### config.mk
export PLATFORM = sky130hd
export DESIGN_NAME = regfile_sb
export DESIGN_NICKNAME = d
export VERILOG_FILES = /design/src/rtl/regfile_sb.sv
export SDC_FILE = /design/constraint.sdc
export NUM_CORES = 2
export LEC_CHECK = 0
export BUFFER_PORTS_ARGS = -buffer_cell sky130_fd_sc_hd__buf_2
export CORE_MARGIN = 1
export CORE_UTILIZATION = 40
export DETAILED_ROUTE_END_ITERATION = 12
export PLACE_DENSITY = 0.65
export SYNTH_ARGS = -nofsm -noshare
export SYNTH_HDL_FRONTEND = slang
export SYNTH_SLANG_ARGS = --single-unit
### constraint.sdc
create_clock -name clk -period 56.3 [get_ports clk]
set_input_delay 8.445 -clock clk [delete_from_list [all_inputs] [get_ports clk]]
set_output_delay 8.445 -clock clk [all_outputs]
set_load 0.02 [all_outputs]
### src/rtl/regfile_sb.sv
// Register file with a per-register busy scoreboard and a registered pending-producer count.
// Optional macro REGFILE_BYPASS_EN forwards same-cycle write-back data and busy-clear to the read ports.
module regfile_sb #(
    parameter int XLEN = 32,
    parameter int AW   = 5
) (
    input  logic            clk,
    input  logic            rst,
    input  logic            we,
    input  logic [AW-1:0]   WriteAddr,
    input  logic [XLEN-1:0] WriteData,
    input  logic            ReadReg1,
    input  logic            ReadReg2,
    input  logic [AW-1:0]   ReadAddr1,
    input  logic [AW-1:0]   ReadAddr2,
    output logic [XLEN-1:0] ReadData1,
    output logic [XLEN-1:0] ReadData2,
    input  logic            issue_valid,
    input  logic [AW-1:0]   issue_rd,
    output logic            busy1,
    output logic            busy2,
    output logic [AW:0]     pending_cnt
);

    localparam int NREG = 1 << AW;

    logic [XLEN-1:0] regs_q [NREG];
    logic [XLEN-1:0] regs_d [NREG];
    logic [NREG-1:0] busy_q;
    logic [NREG-1:0] busy_d;
    logic [AW:0]     pending_cnt_q;
    logic [AW:0]     pending_cnt_d;
    logic            cnt_inc;
    logic            cnt_dec;

    // Issue is applied after write-back so a same-edge issue to the same register wins.
    always_comb begin
        regs_d = regs_q;
        busy_d = busy_q;
        if (we && WriteAddr != '0) begin
            regs_d[WriteAddr] = WriteData;
            busy_d[WriteAddr] = 1'b0;
        end
        if (issue_valid && issue_rd != '0) begin
            busy_d[issue_rd] = 1'b1;
        end
        regs_d[0] = '0;
        busy_d[0] = 1'b0;
        // Only the issue target can rise and only the write-back target can fall, so the
        // population count moves by at most one in each direction per edge.
        cnt_inc = busy_d[issue_rd] & ~busy_q[issue_rd];
        cnt_dec = busy_q[WriteAddr] & ~busy_d[WriteAddr];
        pending_cnt_d = pending_cnt_q + {{AW{1'b0}}, cnt_inc} - {{AW{1'b0}}, cnt_dec};
    end

    always_ff @(posedge clk or posedge rst) begin
        if (rst) begin
            for (int i = 0; i < NREG; i++) begin
                regs_q[i] <= '0;
            end
            busy_q        <= '0;
            pending_cnt_q <= '0;
        end else begin
            regs_q        <= regs_d;
            busy_q        <= busy_d;
            pending_cnt_q <= pending_cnt_d;
        end
    end

    logic            ren   [2];
    logic [AW-1:0]   raddr [2];
    logic [XLEN-1:0] rdata [2];
    logic            rbusy [2];

    assign ren[0]   = ReadReg1;
    assign ren[1]   = ReadReg2;
    assign raddr[0] = ReadAddr1;
    assign raddr[1] = ReadAddr2;

    // Read ports are held at zero during reset so the bypass path cannot leak WriteData.
    always_comb begin
        for (int p = 0; p < 2; p++) begin
            rdata[p] = '0;
            rbusy[p] = 1'b0;
            if (!rst && ren[p] && raddr[p] != '0) begin
                rdata[p] = regs_q[raddr[p]];
                rbusy[p] = busy_q[raddr[p]];
`ifdef REGFILE_BYPASS_EN
                if (we && WriteAddr == raddr[p]) begin
                    rdata[p] = WriteData;
                    rbusy[p] = issue_valid && (issue_rd == raddr[p]);
                end
`endif
            end
        end
    end

    assign ReadData1   = rdata[0];
    assign ReadData2   = rdata[1];
    assign busy1       = rbusy[0];
    assign busy2       = rbusy[1];
    assign pending_cnt = pending_cnt_q;

endmodule

==> flow_summary_export.csv <==
group,metric,value,unit
outcome,status,"finished clean",
clock_tree,clock_path_buffers,3,
detailed_routing,vias_per_cell,6.32,
critical_path,rr_worst_depth,16,
place,finalWeightedCongestion,0.901,
worst_hold_path,whs_endpoint,"regs_q[38]",
clock_tree,cts_buffers,111,
global_routing,grt_pass1_wl,256000,um
detailed_routing,ant_nets,0,
cells_and_area,drive_above_1_share,56.1,%
clock_tree,clock-root-buffer,"clkbuf_16",
detailed_routing,route.detailed.drc,0,
critical_path,reg2reg_from,"busy_q[23]",
sta,relSlewSlack,24.1,%
logic_synthesis,syn_area_per_cell,15.5,sq um
logic_synthesis,synth_edf_count,0,
die,die_x,377,um
critical_path,reg2reg_to,"pending_cnt[4]",
power_and_ir_drop,intPower,1.61,mW
die,dieArea,0.142,sq mm
critical_path,cp-startpoint,"ReadAddr2[0]",
worst_hold_path,hold_depth,2,
critical_path,critPathCaptureType,"primary output",
die,core,0.140,sq mm
die,die_h,377,um
logic_synthesis,ys_types,66,
sta,whs,0.497,ns
power_and_ir_drop,swShare,27.6,%
clock_tree,post_cts_buffers,0,
sta,setup_violations,0,
cells_and_area,n_fill_cell,12300,
detailed_routing,drt-wirelength-per-cell,31.5,um
power_and_ir_drop,p_clk_share,33.2,%
logic_synthesis,synth_cells,3636,
cells_and_area,final_common_cell,"dfrtp_1",
global_routing,grt_usage,24.8,%
critical_path,start_kind,"primary input",
critical_path,critical_path_required,47.85,ns
cells_and_area,nNetsFinal,3611,
logic_synthesis,ys_seq_area_share,45.7,%
logic_synthesis,netlist_area,0.0563,sq mm
sta,setup_tns,0,ns
sta,rsz0062_at_grt,"no",
global_routing,first_global_vias,35700,
global_routing,antenna_found_initial,15,
sta,max_freq,45.6,MHz
detailed_routing,drtPass1Iterations,5,
sta,tightestPinTransition,1.14,ns
logic_synthesis,syn-num-nets,3701,
clock_tree,cts_max_level,3,
sta,slew_violations,0,
die,initial_core_util,40.3,%
critical_path,critPathKind,"primary input to primary output",
global_routing,overflow,0,
critical_path,r2r_slack,52.65,ns
worst_hold_path,hp-class,"flop to flop",
detailed_routing,routed_wl,174000,um
detailed_routing,first_iter_violations,3159,
power_and_ir_drop,ir_drop,0.0251,mV
cells_and_area,post-route-util,44.5,%
place,dp_hpwl,90700,um
logic_synthesis,synth_ff_type,"dfrtp_1",
logic_synthesis,async_reset_ff_share,100,%
clock_tree,insertion_delay,0.74,ns
power_and_ir_drop,power_frac_seq,44.7,%
flow_run,cap_violations,0,
logic_synthesis,yosys_warnings,0,
logic_synthesis,yosys_register_bits,1029,
worst_hold_path,hold_start,"regs_q[38]",
place,io_buffers,129,
cells_and_area,final_cell_mix,"1029 x dfrtp_1, 1028 x mux2_2, 610 x mux4_2",
clock_tree,cts_tree,"yes",
global_routing,grt_max_degree,170,
sta,skew,0.0208,ns
clock_tree,ctsHoldBuffers,0,
sta,fin_crit,21.92,ns
logic_synthesis,synthTopCellsByArea,"dfrtp_1 46%, mux4_2 24%, mux2_2 21%",
die,rows,137,
power_and_ir_drop,power_switching,0.615,mW
critical_path,worstPathArrival,13.48,ns
logic_synthesis,synth_largest_area_cell,"dfrtp_1",
sta,hold_viol,0,
power_and_ir_drop,leakage,26.7,nW
power_and_ir_drop,comb_power_share,22.1,%
clock_tree,cts.clk_slew.worst_paths,0.06,ns
clock_tree,clock_sinks,1029,
clock_tree,cts-resized-gates,0,
power_and_ir_drop,p_per_area,35.9,mW/mm^2
logic_synthesis,synth_top_area_share,45.7,%
detailed_routing,vias,34800,
critical_path,path_max_fanout,97,
die,ioPinCount,130,
power_and_ir_drop,power,2.23,mW
cells_and_area,areaGrowthSynthToFinish,10.3,%
sta,finalCritPeriodShare,38.9,%
[layout make-up]
class	instances	area, sq um	area share [%]
Multi-Input combinational cell	2194	29100	46.8
Sequential cell	1029	25700	41.4
Clock buffer	167	3220	5.18
Tap cell	1876	2350	3.78
Timing Repair Buffer	191	1240	1.99
Clock inverter	30	403	0.648
Inverter	19	78.8	0.127
Antenna cell	4	10.0	0.0161
[cell usage after synthesis, drive strengths merged, types with 2 or more instances]
cell type / count
and2: 4
mux4: 610
nor2b: 19
o41ai: 2
a22o: 71
mux2: 1028
nor2: 90
buf: 148
nand2b: 8
o21ai: 29
xnor2: 5
o221ai: 4
nand4: 6
a311oi: 2
a31oi: 5
a41oi: 2
nand3: 12
a32o: 3
nand4b: 3
or4: 3
o22ai: 5
a221o: 2
o2bb2ai: 2
dfrtp: 1029
nor3: 5
nand2: 145
a21o: 3
a21oi: 7
o211ai: 6
nor4b: 3
nor3b: 3
a221oi: 3
or2: 4
ha: 6
mux2i: 73
clkbuf: 246
and4bb: 2
and3: 2
inv: 19
a22oi: 3
[cell families (layout without fill, tap and decap cells)]
logic type,Yosys count,count (layout),synth area share (%)
AOI/OAI and AO/OA,159,159,2.19
xor gates and xnor gates,5,5,0.0777
adders and majority gates,7,7,0.169
buffers and inverters,413,407,3.04
DFF,1029,1029,45.7
muxes,1711,1711,46.2
other,0,4,0
and+or+nand+nor,312,312,2.58
[routing by layer]
metal	global-route usage [%]	vias up	part of all wire, %
met4	8.58	10	3.3
met1	33.8	19200	41
met5	0	-	0.040
li1	-	13900	-
met2	39.5	1373	48
met3	4.88	332	7.4
[state kept, by name, summed over array words and instances (netlist names)]
name / cells
regs_q: 992
busy_q: 31
pending_cnt: 6
[power by group through the flow]
stage | Sequential (mW) | Clock (mW) | Combinational [mW]
finish | 0.997 | 0.740 | 0.494
global route | 1.02 | 0.781 | 0.528
CTS | 0.992 | 0.754 | 0.496
detailed placement | 1.00 | 0 | 0.495
global placement | 0.997 | 0 | 0.486
floorplan | 0.975 | 0 | 0.399
[worst max-delay path, stage by stage]
cell and delay (ns):
buf_8 0.49, buf_4 0.67, buf_4 0.79, buf_12 0.72, nor2b_4 0.05, buf_4 0.40, a22o_1 0.36, mux4_2 0.44
mux2i_1 0.66, nor2_1 0.09, buf_2 0.19
[per-stage QoR]
step           cells  cell area (sq um)  worst slack, ns
2_1_floorplan   3636              56300            13.17
3_3_place_gp    5309              58500            34.25
3_5_place_dp    5309              58500            34.20
4_1_cts         5506              62200            34.19
5_1_grt         5510              62200            33.84
6_report        5510              62200            34.38
[worst max-delay path by stage]
stage                               end  slack, ns
final                      ReadData2[9]      34.38
after global routing       ReadData2[9]      33.84
after CTS                  ReadData2[9]      34.19
after detailed placement   ReadData2[9]      34.20
after global placement     ReadData2[9]      34.25
after floorplan           ReadData2[31]      13.17
No activity file was read; power rests on OpenSTA's default activity.
